### config.mk
export PLATFORM = sky130hd
export DESIGN_NAME = mem_arbiter
export DESIGN_NICKNAME = d
export VERILOG_FILES = /design/src/rtl/mem_arbiter.sv
export SDC_FILE = /design/constraint.sdc
export NUM_CORES = 1
export LEC_CHECK = 0
export BUFFER_PORTS_ARGS = -buffer_cell sky130_fd_sc_hd__buf_2
export CORE_MARGIN = 2
export CORE_UTILIZATION = 51
export CTS_CLUSTER_SIZE = 40
export DETAILED_ROUTE_END_ITERATION = 8
export PLACE_DENSITY = 0.86
export SLEW_MARGIN = 20
export SYNTH_ARGS = -nofsm -noshare
export SYNTH_HDL_FRONTEND = slang
export SYNTH_SLANG_ARGS = --single-unit
export TNS_END_PERCENT = 50
### constraint.sdc
create_clock -name clk -period 5.35 [get_ports clk]
set_clock_uncertainty 0.2 [all_clocks]
set_input_delay 0.535 -clock clk [delete_from_list [all_inputs] [get_ports clk]]
set_output_delay 0.535 -clock clk [all_outputs]
set_load 0.01 [all_outputs]
### src/rtl/mem_arbiter.sv
// mem_arbiter
//   Two-master arbiter in front of one single-port memory. An instruction fetch
//   port and a data port compete for the memory. Data normally wins. A streak
//   counter stops data from starving a fetch that is waiting. A timeout
//   counter ends a transfer the memory never acknowledges.
//
//   Parameters
//     STARVE_MAX : max consecutive data grants made while a fetch is waiting
//     TIMEOUT    : max BUSY cycles without m_ack_i (8-bit counter)
//
//   Ports
//     clk, rst                          : rising-edge clock, sync active-high reset
//     if_req_i, if_addr_i               : fetch request / word address
//     if_data_o, if_ack_o               : fetch read data / one-cycle completion
//     d_req_i, d_we_i, d_sel_i,
//     d_addr_i, d_wdata_i               : data request, write enable, byte selects,
//                                         address, write data
//     d_rdata_o, d_ack_o                : data read data / one-cycle completion
//     m_ce_o, m_we_o, m_sel_o,
//     m_addr_o, m_wdata_o               : memory command (registered)
//     m_rdata_i, m_ack_i                : memory read data / completion
//     err_o                             : one-cycle pulse when a transfer times out
//     stall_o                           : pipeline stall while any request is pending
module mem_arbiter #(
   parameter int unsigned STARVE_MAX = 4,
   parameter int unsigned TIMEOUT    = 255
) (
   input  logic        clk,
   input  logic        rst,
   input  logic        if_req_i,
   input  logic [31:0] if_addr_i,
   output logic [31:0] if_data_o,
   output logic        if_ack_o,
   input  logic        d_req_i,
   input  logic        d_we_i,
   input  logic [3:0]  d_sel_i,
   input  logic [31:0] d_addr_i,
   input  logic [31:0] d_wdata_i,
   output logic [31:0] d_rdata_o,
   output logic        d_ack_o,
   output logic        m_ce_o,
   output logic        m_we_o,
   output logic [3:0]  m_sel_o,
   output logic [31:0] m_addr_o,
   output logic [31:0] m_wdata_o,
   input  logic [31:0] m_rdata_i,
   input  logic        m_ack_i,
   output logic        err_o,
   output logic        stall_o
);

   localparam int unsigned SW = (STARVE_MAX < 1) ? 1 : $clog2(STARVE_MAX + 1);

   typedef enum logic [1:0] {IDLE, BUSY_I, BUSY_D, DONE} state_t;

   state_t        state;
   logic [SW-1:0] streak;
   logic [7:0]    tmo_cnt;
   logic          fetch_wins;
   logic          tmo_hit;

   // Fetch wins when data is idle, or when data has already had its
   // STARVE_MAX consecutive grants while the fetch was waiting.
   always_comb begin
      fetch_wins = if_req_i & (~d_req_i | (streak == SW'(STARVE_MAX)));
      tmo_hit    = (tmo_cnt == 8'(TIMEOUT - 1));
   end

   always_comb begin
      stall_o = (if_req_i & ~if_ack_o) | (d_req_i & ~d_ack_o);
   end

   always_ff @(posedge clk) begin
      if (rst) begin
         state     <= IDLE;
         streak    <= '0;
         tmo_cnt   <= '0;
         m_ce_o    <= 1'b0;
         m_we_o    <= 1'b0;
         m_sel_o   <= '0;
         m_addr_o  <= '0;
         m_wdata_o <= '0;
         if_data_o <= '0;
         if_ack_o  <= 1'b0;
         d_rdata_o <= '0;
         d_ack_o   <= 1'b0;
         err_o     <= 1'b0;
      end else begin
         case (state)
            IDLE: begin
               if (fetch_wins) begin
                  state     <= BUSY_I;
                  m_ce_o    <= 1'b1;
                  m_we_o    <= 1'b0;
                  m_sel_o   <= 4'hF;
                  m_addr_o  <= if_addr_i;
                  m_wdata_o <= '0;
                  tmo_cnt   <= '0;
                  streak    <= '0;
               end else if (d_req_i) begin
                  state     <= BUSY_D;
                  m_ce_o    <= 1'b1;
                  m_we_o    <= d_we_i;
                  m_sel_o   <= d_sel_i;
                  m_addr_o  <= d_addr_i;
                  m_wdata_o <= d_wdata_i;
                  tmo_cnt   <= '0;
                  streak    <= if_req_i ? streak + SW'(1) : '0;
               end else begin
                  streak    <= '0;
               end
            end

            BUSY_I, BUSY_D: begin
               // Acknowledge and timeout share one completion path. A timeout
               // returns zero data and raises err_o alongside the ack.
               if (m_ack_i || tmo_hit) begin
                  state  <= DONE;
                  m_ce_o <= 1'b0;
                  err_o  <= ~m_ack_i;
                  if (state == BUSY_I) begin
                     if_data_o <= m_ack_i ? m_rdata_i : '0;
                     if_ack_o  <= 1'b1;
                  end else begin
                     d_rdata_o <= m_ack_i ? m_rdata_i : '0;
                     d_ack_o   <= 1'b1;
                  end
               end else begin
                  tmo_cnt <= tmo_cnt + 8'd1;
               end
            end

            DONE: begin
               state    <= IDLE;
               if_ack_o <= 1'b0;
               d_ack_o  <= 1'b0;
               err_o    <= 1'b0;
            end

            default: state <= IDLE;
         endcase
      end
   end

endmodule

# --- Word level (Yosys, flattened, before mapping) ---
# Cells that the tools add are included.
classes:
  n_addsub: 2
  eq_ne: 10
  mux: 32
  bitwise: 10
  reduce_logical: 15
op_table:
  columns: ["cell", "n"]
  rows:
  - ["2-to-1 mux 32 bit", 5]
  - ["2-to-1 mux 8 bit", 3]
  - ["AND reduction 3 bit", 6]
  - ["case mux 8 bit (2 select lines)", 1]
  - ["2-to-1 mux 1 bit", 10]
  - ["2-to-1 mux 3 bit", 3]
  - ["adder 8 x 1 -> 8 bit (second input constant)", 1]
  - ["equality test 8 bit (second input constant)", 1]
  - ["2-to-1 mux 4 bit", 2]
  - ["!= test 2 bit (second input constant)", 4]
  - ["case mux 1 bit (2 select lines)", 4]
  - ["2-to-1 mux 2 bit", 3]
  - ["case mux 2 bit (3 select lines)", 1]
  - ["AND reduction 2 bit", 3]
  - ["nonzero test 2 bit", 3]
  - ["NOT 1 bit", 5]
  - ["equality test 2 bit (second input constant)", 2]
  - ["adder 3 x 1 -> 3 bit (second input constant)", 1]
  - ["AND 1 bit", 3]
  - ["equality test 3 bit (second input constant)", 1]
  - ["!= test 3 bit (second input constant)", 1]
  - ["equality test 2 x 1 -> 1 bit (second input constant)", 1]
  - ["logical NOT 2 bit", 1]
  - ["bitwise OR 1 bit", 2]
  - ["other kinds (2)", 2]
totals:
  reg_bits: 150
  input_bits: 138

# --- Depth between registers and ports, before layout ---
# Gate-level depths: netlist (run 1).
depth:
  depth_word: 5
  ltp_mapped: 9
  ltp_nobuf: 6

# --- Worst setup path after synthesis (run 1) ---
# No wires, ideal clock.
synth_path:
  path_kind: "register -> register"
  start: "reg state[0]"
  end: "reg tmo_cnt[7]"
  setup_time_ns: 0.130
  t_arrival_ns: 1.755
  required_ns: 5.020
  slack_ns: 3.265
  path_stages_with_launch: 10
  path_buffers: 3
  cell_sequence: "dfxtp_1 > inv_1 > ha_1 > buf_6 > nor3b_4 > or2_0 > clkbuf_1 > buf_2 > o41ai_1 > a21oi_1"
synth_via:
  elab_chain_len: 4
synth_lines:
  columns: ["item", "line", "rtl"]
  rows:
  - ["start: declaration", "56", "state_t state;"]
  - ["start signal: assignment", "75", "state <= IDLE;"]
  - ["start signal: assignment", "92", "state <= BUSY_I;"]
  - ["start signal: assignment", "101", "state <= BUSY_D;"]
  - ["equality test 2 x 1 -> 1 bit / equality test 2 bit (equally long branches)", "89", "case (state)"]
  - ["OR reduction 2 bit", "89", null]
  - ["!= test 2 bit (no line) / nonzero test 2 bit (equally long branches)", null, null]
  - ["AND reduction 3 bit (no line)", null, null]
  - ["end signal: assignment", "129", "tmo_cnt <= tmo_cnt + 8'd1;"]
  - ["end: declaration", "58", "logic [7:0] tmo_cnt;"]
# Several ways; a longest one is shown, not always the timed one.
# A chain may end at the register's enable or synchronous reset.

# --- Worst setup path in the final report (run 1) ---
layout_path:
  start: "reg state[1]"
  end: "reg tmo_cnt[4]"
# Same word-level chain as after synthesis.

==> results of run 1 <==
sequential cells by signal, indices dropped and copies added, names as in the netlist:
name	cells
err_o	1
if_data_o	32
m_sel_o	4
m_addr_o	32
m_wdata_o	32
m_we_o	1
state	2
d_rdata_o	32
tmo_cnt	8
d_ack_o	1
streak	3
if_ack_o	1
m_ce_o	1
stage by stage:
stage	hold slack [ns]	total power [uW]	setup WS [ns]
floorplan	0.2562	2511	3.265
finish	0.1719	4155	2.474
global placement	0.2347	2952	2.528
detailed placement	0.2402	2980	2.452
CTS	0.1540	4165	2.413
global route	0.1676	4412	2.153
placed cells by master, fill, tap and decap left out, drive strengths merged, types with 4 or more instances in the layout:
| cell | n |
|---|---|
| buf | 284 |
| dfxtp | 150 |
| a21oi | 115 |
| nand2 | 103 |
| o21ai | 74 |
| nand4 | 66 |
| nor2 | 44 |
| nand3 | 40 |
| a311oi | 32 |
| clkbuf | 24 |
| inv | 9 |
| nor3 | 8 |
| ha | 7 |
| or4 | 5 |
| clkinv | 5 |
| o31ai | 4 |
cell families (layout without fill, tap and decap cells):
kind of cell | count (synthesis) | in the layout | share of synthesized area (%)
buf+inv | 91 | 326 | 5.887
flops | 150 | 150 | 48.89
simple gates | 275 | 275 | 21.41
mux | 1 | 1 | 0.1630
fa+ha+maj | 7 | 7 | 1.426
compound gates | 238 | 238 | 22.22
final cells by class:
class | instances | area, um2 | area share (%)
repair buffers | 284 | 1446 | 17.92
clock buffers | 24 | 501.7 | 6.217
multi-input cells | 521 | 2803 | 34.73
clock inverters | 8 | 95.09 | 1.178
inverters | 10 | 37.54 | 0.4651
well taps | 147 | 183.9 | 2.279
flip-flops and latches | 150 | 3003 | 37.21
per-layer routing:
layer / GRT usage [%] / routed length [um] / up-vias
met5: 0 / 0 / -
met4: 10.73 / 430 / 0
met3: 6.961 / 1142 / 38
met2: 42.40 / 8709 / 245
met1: 34.31 / 7588 / 2996
li1: - / - / 3180
worst register-to-register path, cell delays in order (launching register included):
cell and delay, ns:
dfxtp_1 0.35, inv_1 0.08, ha_2 0.31, buf_4 0.54, nor2_1 0.12, or2_0 0.46
or4_1 0.60, a21oi_1 0.15
how the worst max path moves through the flow:
stage,start,depth (start not counted),end
final,state[1]$_SDFFE_PP0P_,7,tmo_cnt[4]$_SDFFE_PP0P_
after detailed placement,state[1]$_SDFFE_PP0P_,7,d_rdata_o[31]$_SDFFE_PP0P_
after global routing,state[1]$_SDFFE_PP0P_,7,tmo_cnt[4]$_SDFFE_PP0P_
after global placement,state[0]$_SDFFE_PP0P_,7,if_ack_o$_SDFFE_PP0P_
after CTS,state[1]$_SDFFE_PP0P_,7,d_rdata_o[26]$_SDFFE_PP0P_
after floorplan,state[0]$_SDFFE_PP0P_,9,tmo_cnt[7]$_SDFFE_PP0P_
power breakdown:
group / total [uW] / switching (uW) / internal, uW
combinational: 1490 / 1010 / 488
clock: 1180 / 437 / 746
sequential: 1480 / 119 / 1360
total: 4150 / 1560 / 2590
==> results.md, run 1 <==
* CP Launch Type: flip-flop
* Die area at around 13000 um2
* Worst r2r src: state[1]$_SDFFE_PP0P_
* Max Fanout on Critical Path at 73
* Max-cap violations at 0
* Top post-synthesis cells by area: dfxtp_1 49%, a21oi_1 9.3%, nand4_1 6.7%, nand2_1 6.3%, o21ai_0 5.9%
* Syn Nets at 907
* Chip width at 113.7 um
* VDD IR-drop max at 309.7 uV
* Yosys top cell area share at 48.89%
* Fin cells at 1144
* FF-to-FF setup slack at 2.47 ns
* Setup TNS at 0 ns
* WP data arrival at 3.02 ns
* Top cell family by delay on the critical path: simple AND/OR/NAND/NOR gates
* DRT iter0 DRCs at between 500 and 600
* Cell row count at 40
* Core area at ~12000 um2
* Postcts setup bufs at 0
* First-pass GRT wire length at 27840 um
* Crit path time final at 2.876 ns
* Antenna Nets Post-Route at 0
* Drt via density at 5.646
* Remaining global-route overflow at 0
* Dpl cells at 1112
* Clk slew on worst S/H paths at 0.06 ns
* Final nets at 1129
* Pre-antenna DRT Iters at 5
* Status: finished, final reports clean
* Max Buffers Root-to-Sink at 2
* Yosys Warn Count at 0
* Worst r2r dst: tmo_cnt[4]$_SDFFE_PP0P_
* Synthesized instance count at approximately 760
* Count leader, synth: dfxtp_1
* Post-synth EDFFs at 0
* Crit-path cells: inv_1, ha_2, buf_4, nor2_1, or2_0, or4_1, a21oi_1
* Leak pwr at roughly 0.0035 uW
* Placed Area at between 7000 and 8000 um2
* Dpl hpwl at 11560 um
* Slew Limit Fails at 0
* Critical path endpoint category: flip-flop
* Initial antenna violation count at 0
* Most used DFF post-synth: dfxtp_1
* Final Wtd Congestion at 0.8016
* Hold Path Sink: m_wdata_o[3]$_SDFFE_PP0P_
* Gr usage total at 26.50%
* Finished Core Util at roughly 68%
* Hold Path Class: input port to flip-flop
* Fmax at roughly 0.35 GHz
* H-tree depth at 4
* Min-delay src: d_wdata_i[3]
* Largest net degree at the start of global routing at around 100
* Relative slew slack at 29.40%
* Hold path cells at 3
* RSZ-0062 raised after global routing: false
* Synth cell types at 34
* Final hold viol count at 0
* PortBufs at 275
* Clk root buf: clkbuf_16
* FFs w/ async S/R, synth at 0%
* # fillers at roughly 1k
* Post-synth top area cell: dfxtp_1
* DR vias at 6459
* Crit path buffers/inverters at 2
* CTS Sinks at 150
* Synth top cells by count: 150 x dfxtp_1, 114 x a21oi_1, 103 x nand2_1, 73 x o21ai_0, 66 x nand4_1
* Post-cts resize count at 0
* Area Overhead vs Synth at 31.39%
* Worst Tran Pin Value at 1.059 ns
* Share of cells above drive strength 1 at 32.40%
* Drt total wl at 17870 um
* CTS tree: built
* Avg Cell Area, Syn at ~8.1 um2
* Kind of critical path: flip-flop to flip-flop
* Final Cell Area at 8070 um2
* Post-Syn Area at between 6000 and 7000 um2
* Cells on worst reg2reg path at 7
* Period utilization at 53.75%
* Antenna Cells at 0
* Hold buffer count at cts at 0
* Total CTS buffers at 17
* Slowest cell on the critical path: or4_1
* CP peak stage delay at 0.60 ns
* Pwr dens at 514.8 nW/um2
* Worst EP required at 5.49 ns
* Initial Util at 51.78%
* Seq/Total Area, Yosys at 48.89%
* Worst skew pair latency at approximately 0.4 ns
* # setup viols final at 0
* I/O pin count at about 280
* Vias in the first global route at 5714
* Drt wl/cell at between 15 and 20 um
* Die Y at ~110 um
* Residual DRC at 0
* Synth Register Bits at 150
Note: power is estimated with default switching activity, not from simulation.
==> run 2: changes to the inputs <==
CORE_UTILIZATION = 43   (was 51)
PLACE_DENSITY = 0.77   (was 0.86)
clock period = 2.3 ns   (was 5.35 ns; I/O delays follow)
==> run 2 against run 1 <==
  * Sequential power is 140% higher
  * Hold slack got worse by 0.14 ns
  * Worst setup slack lost 2.4 ns
  * Clock power increased by 120%
  * Via count is 17% higher
  * Non-clock buffer count grew 153
  * Combinational power rose to 2.9 times the previous value
  * Maximum frequency is 30% higher
  * Critical endpoint is now m_addr_o[26]$_SDFFE_PP0P_
  * Largest cell class is now buffers
==> results.md, run 2 (synthesis results as in run 1) <==
* Status: finished, final reports clean
* Fmax at 0.4504 GHz (+30%)
* Critical path endpoint category: flip-flop
* Max Fanout on Critical Path at 21 (-71%)
* Crit path time final at 2.220 ns (-0.6553 ns)
* Drt via density at 5.693 (+0.83%)
* Remaining global-route overflow at 0 (unchanged)
* Setup WS post-layout at 0.07974 ns (-2.395 ns)
* Hold path cells at 4 (+1)
* Area Overhead vs Synth at 57.95%
* Residual DRC at 0 (unchanged)
* Kind of critical path: flip-flop to flip-flop
* Die Y at 123.5 um (+8.6%)
* Slowest cell on the critical path: dlygate4sd3_1
* Initial antenna violation count at 1 (+1)
* Placed Area at 7711 um2 (+3.3%)
* Cell row count at 43 (+7.5%)
* Chip width at 123.5 um (+8.6%)
* Pre-antenna DRT Iters at 6 (+1)
* CP Launch Type: flip-flop
* Commonest non-fill, non-tap cell in the layout: buf_2
* Final nets at 1282 (+14%)
* Pwr dens at 1068 nW/um2 (+110%)
* DRT iter0 DRCs at 769 (+41%)
* Crit-path cells: inv_1, ha_2, buf_6, o21a_4, buf_12, nor2_1, a311oi_1, dlygate4sd3_1
* Worst r2r src: state[1]$_SDFFE_PP0P_
* Cells on worst reg2reg path at 8 (+1)
* Pre-CTS setup slack at 0.02005 ns (-2.432 ns)
* # setup viols final at 0 (unchanged)
* Slew Limit Fails at 0 (unchanged)
* DR vias at 7566 (+17%)
* Final Wtd Congestion at 0.8663 (+8.1%)
* Top cell family by delay on the critical path: buffers and inverters
* First-pass GRT wire length at 35020 um (+26%)
* WP data arrival at 2.38 ns (-0.64 ns)
* Hold Path Class: input port to flip-flop
* CTS tree: built
* Worst EP required at 2.46 ns (-3.03 ns)
* Final Cell Area at 9702 um2 (+20%)
* PortBufs at 275 (unchanged)
* Antenna Nets Post-Route at 0 (unchanged)
* Die area at 15260 um2 (+18%)
* Dpl hpwl at 12330 um (+6.7%)
* Relative slew slack at 42.00% (+13 points)
* FF-to-FF setup slack at 0.08 ns (-2.39 ns)
* Share of cells above drive strength 1 at 29.62% (-2.8 points)
* Final hold viol count at 0 (unchanged)
* Drt total wl at 23520 um (+32%)
* Clk slew on worst S/H paths at 0.06 ns (about the same)
* Leak pwr at 0.004233 uW (+20%)
* Min-delay src: m_ack_i
* CTS Sinks at 150 (unchanged)
* Most frequent cells in the layout: 274 x buf_2, 149 x dfxtp_1, 133 x dlygate4sd3_1
* Period utilization at 96.53% (+43 points)
* Worst r2r dst: m_addr_o[26]$_SDFFE_PP0P_
* I/O pin count at 276 (unchanged)
* Core area at 13930 um2 (+17%)
* H-tree depth at 4 (unchanged)
* Initial Util at 44.08% (-7.7 points)
* Crit path buffers/inverters at 4 (+2)
* Largest net degree at the start of global routing at 74 (-29%)
* VDD IR-drop max at 774.1 uV (+150%)
* RSZ-0062 raised after global routing: true
* Worst skew pair latency at 0.42 ns (about the same)
* Hold Path Sink: err_o$_SDFFE_PP0P_
* Drt wl/cell at 17.70 um (+13%)
* CP peak stage delay at 0.58 ns (-0.02 ns)
* Max-cap violations at 0 (unchanged)
* Total CTS buffers at 17 (unchanged)
* Gr usage total at 29.08% (+2.6 points)
* Vias in the first global route at 7072 (+24%)
* Clk root buf: clkbuf_16
* Worst Tran Pin Value at 0.8699 ns (-0.1892 ns)
* Max Buffers Root-to-Sink at 2 (unchanged)
* WHS at 0.03488 ns (-0.1370 ns)
* # fillers at 1009 (+0.20%)
[run 2: how the worst max path moves through the flow]
stage | endpoint | depth (start not counted) | from | slack [ns]
floorplan | tmo_cnt[7]$_SDFFE_PP0P_ | 9 | state[0]$_SDFFE_PP0P_ | 0.22
global placement | tmo_cnt[7]$_SDFFE_PP0P_ | 7 | state[0]$_SDFFE_PP0P_ | 0.12
detailed placement | tmo_cnt[3]$_SDFFE_PP0P_ | 8 | state[0]$_SDFFE_PP0P_ | 0.02
CTS | tmo_cnt[3]$_SDFFE_PP0P_ | 8 | state[0]$_SDFFE_PP0P_ | 0.01
global route | if_data_o[15]$_SDFFE_PP0P_ | 8 | state[1]$_SDFFE_PP0P_ | -0.02
finish | m_addr_o[26]$_SDFFE_PP0P_ | 8 | state[1]$_SDFFE_PP0P_ | 0.08
[run 2: through the flow]
step / std cells / total power [uW] / setup TNS [ns] / utilization, %
6_report: 1329 / 10360 / 0 / 69.62
5_1_grt: 1329 / 10940 / -0.1954 / 69.62
4_1_cts: 1320 / 10000 / 0 / 68.66
3_5_place_dp: 1157 / 7253 / 0 / 55.34
3_3_place_gp: 1157 / 7193 / 0 / 55.34
2_1_floorplan: 762 / 5840 / 0 / -
[run 2: timing repair]
action / in CTS / in global routing
hold buffers: 133 / 0
endpoints found under the setup margin: 0 / 76
gates resized for setup: 0 / 37
setup buffers: 0 / 6
endpoints found under the hold margin: 133 / 0
[run 2: report_power, final]
group / switching [uW] / internal (uW)
clock network: 1020 / 1530
logic: 2660 / 1650
registers: 328 / 3170
total: 4020 / 6340
[run 2: worst reg2reg max path: cells and delay by family, from the launching register on]
| family | cells | cell delay (ns) |
|---|---|---|
| AND/OR/NAND/NOR | 1 | 0.08 |
| AO/OA/AOI/OAI | 2 | 0.39 |
| buffers and inverters | 4 | 0.96 |
| adder cells (fa/ha/maj) | 1 | 0.21 |
| flip-flops | 1 | 0.32 |
[run 2: routing by layer]
layer	GRT usage, %	wire length (um)	up-vias
met4	17.54	1349	0
met5	0	0	-
met3	8.210	1646	118
met2	47.53	11690	415
li1	-	-	3495
met1	33.74	8839	3538
[run 2: layout make-up]
type / instances / area [um2] / share of cell area, %
Sequential cell: 150 / 3004 / 30.96
Clock buffer: 25 / 475.5 / 4.901
Antenna cell: 1 / 2.502 / 0.02579
Multi-Input combinational cell: 521 / 2820 / 29.07
Clock inverter: 5 / 50.05 / 0.5159
Timing Repair Buffer: 437 / 3087 / 31.82
Inverter: 10 / 37.54 / 0.3869
Tap cell: 180 / 225.2 / 2.321
==> run 3: changes to the inputs <==
REMOVE_ABC_BUFFERS = 1   (was unset)
==> run 3 against run 2 <==
  * Critical path depth stayed put
  * Sequential cell count stayed put
  * Hold slack worse by 0.025 ns
  * Combinational power is 5.3% lower
  * Routed wire length is 1.0% lower
  * Highest routed layer unchanged
  * Critical endpoint is now if_data_o[24]$_SDFFE_PP0P_
  * Sequential power hardly changed
==> results.md, run 3 (synthesis results as in run 1) <==
* Status: finished, final reports clean
* Share of cells above drive strength 1 at 29.72% (+0.10 points)
* Die Y at 123.5 um (unchanged)
* Hold Path Class: input port to flip-flop
* Final hold viol count at 0 (unchanged)
* Total CTS buffers at 17 (unchanged)
* Dpl hpwl at 12900 um (+4.6%)
* Crit path time final at 2.165 ns (-0.05489 ns)
* Die area at 15260 um2 (unchanged)
* Critical path endpoint category: flip-flop
* VDD IR-drop max at 555.1 uV (-28%)
* # setup viols final at 0 (unchanged)
* Worst EP required at 2.39 ns (-0.07 ns)
* Final nets at 1276 (-0.47%)
* WHS at 0.009978 ns (-0.02490 ns)
* Relative slew slack at 56.88% (+15 points)
* Area Overhead vs Synth at 57.20%
* Max Fanout on Critical Path at 64 (+200%)
* Clk slew on worst S/H paths at 0.06 ns (about the same)
* Gr usage total at 29.09% (about the same)
* DR vias at 7543 (-0.30%)
* Slew Limit Fails at 0 (unchanged)
* DRT iter0 DRCs at 808 (+5.1%)
* Max-cap violations at 0 (unchanged)
* Drt via density at 5.693 (about the same)
* Remaining global-route overflow at 0 (unchanged)
* Pwr dens at 1081 nW/um2 (+1.2%)
* Drt wl/cell at 17.57 um (-0.73%)
* Total power at 10430 uW (+0.69%)
* Largest net degree at the start of global routing at 65 (-12%)
* Antenna Nets Post-Route at 0 (unchanged)
* Initial antenna violation count at 1 (unchanged)
* WP data arrival at 2.26 ns (-0.12 ns)
* Leak pwr at 0.004194 uW (-0.93%)
* CP Launch Type: flip-flop
* Max Buffers Root-to-Sink at 2 (unchanged)
* Residual DRC at 0 (unchanged)
* Chip width at 123.5 um (unchanged)
* Clk root buf: clkbuf_16
* Core area at 13930 um2 (unchanged)
* Most frequent cells in the layout: 274 x buf_2, 149 x dfxtp_1, 133 x dlygate4sd3_1
* Fmax at 0.4618 GHz (+2.5%)
* # fillers at 994 (-1.5%)
* Pre-antenna DRT Iters at 6 (unchanged)
* CTS tree: built
* Postcts setup bufs at 0 (unchanged)
* Vias in the first global route at 7033 (-0.55%)
* H-tree depth at 4 (unchanged)
* First-pass GRT wire length at 34780 um (-0.67%)
* Final Wtd Congestion at 0.8187 (-5.5%)
* Cell row count at 43 (unchanged)
* PortBufs at 275 (unchanged)
* Drt total wl at 23280 um (-1.0%)
* CTS Sinks at 150 (unchanged)
* Initial Util at 44.08% (unchanged)
* RSZ-0062 raised after global routing: false
* Worst Tran Pin Value at 0.6468 ns (-0.2231 ns)
* Period utilization at 94.15% (-2.4 points)
* Commonest non-fill, non-tap cell in the layout: buf_2
* Kind of critical path: flip-flop to flip-flop
* I/O pin count at 276 (unchanged)
* Worst skew pair latency at 0.42 ns (about the same)
[run 3: changes by cell type in the layout (fill, tap and decap cells not counted), moves of 2 or more]
cell | before | now
o21ai_0 | 45 | 71
o21ai_1 | 27 | 2
clkbuf_1 | 6 | 0
clkinv_2 | 4 | 0
clkinvlp_4 | 0 | 4
buf_12 | 9 | 6
inv_6 | 0 | 3
clkbuf_16 | 19 | 17
inv_8 | 0 | 2
[run 3: timing repair]
item,in CTS,in global routing
setup endpoints to repair,0,19
resized for setup,0,6
endpoints found under the hold margin,133,0
hold buffers,133,0
[run 3: path summary, 6_finish.rpt]
| kind | from | end | slack (ns) | cells after the start |
|---|---|---|---|---|
| min reg2reg | m_wdata_o[9]$_SDFFE_PP0P_ | m_wdata_o[9]$_SDFFE_PP0P_ | 0.25 | 2 |
| min | rst | if_data_o[9]$_SDFFE_PP0P_ | 0.01 | 2 |
| max reg2reg | state[1]$_SDFFE_PP0P_ | if_data_o[24]$_SDFFE_PP0P_ | 0.13 | 8 |
| max | state[1]$_SDFFE_PP0P_ | if_data_o[24]$_SDFFE_PP0P_ | 0.13 | 8 |
[run 3: layout make-up]
cell class              instances  area [um2]  area share (%)
diodes                          1       2.502         0.02592
clock buffers                  19       452.9           4.691
clock inverters                13       163.9           1.698
inverters                      10       37.54          0.3888
multi-input cells             521        2804           29.04
flip-flops and latches        150        3004           31.11
well taps                     180       225.2           2.333
repair buffers                431        2965           30.71
[run 3: per-stage QoR]
stage	cell area, um2	instances	utilization [%]	worst slack (ns)	TNS (ns)
floorplan	5818	681	-	-0.9889	-120.41
global placement	7696	1159	55.23	0.1613	0
detailed placement	7696	1159	55.23	0.09857	0
CTS	9644	1324	69.21	0.09258	0
global route	9656	1325	69.29	0.01711	0
finish	9656	1325	69.29	0.1346	0
[run 3: worst max-delay path, stage by stage, from the launching register on]
cell,delay (ns)
dfxtp_1,0.36
inv_1,0.08
ha_2,0.34
buf_6,0.16
nand4_1,0.12
o21a_2,0.27
buf_12,0.20
o21ai_0,0.18
a21oi_1,0.11
[run 3: routing by layer]
metal  global-route usage (%)  routed length [um]  vias to the layer above
met5                        0                   0                        -
met4                    17.61                1358                        0
li1                         -                   -                     3490
met2                    47.80               10680                      531
met3                    7.749                2417                      102
met1                    33.78                8826                     3420
[run 3: power breakdown]
| part | internal, uW | leakage [uW] | switching, uW | total [uW] |
|---|---|---|---|---|
| clock | 1690 | 0.000289 | 1190 | 2880 |
| combinational | 1500 | 0.00268 | 2590 | 4090 |
| sequential | 3160 | 0.00123 | 307 | 3470 |
| total | 6350 | 0.00419 | 4080 | 10400 |
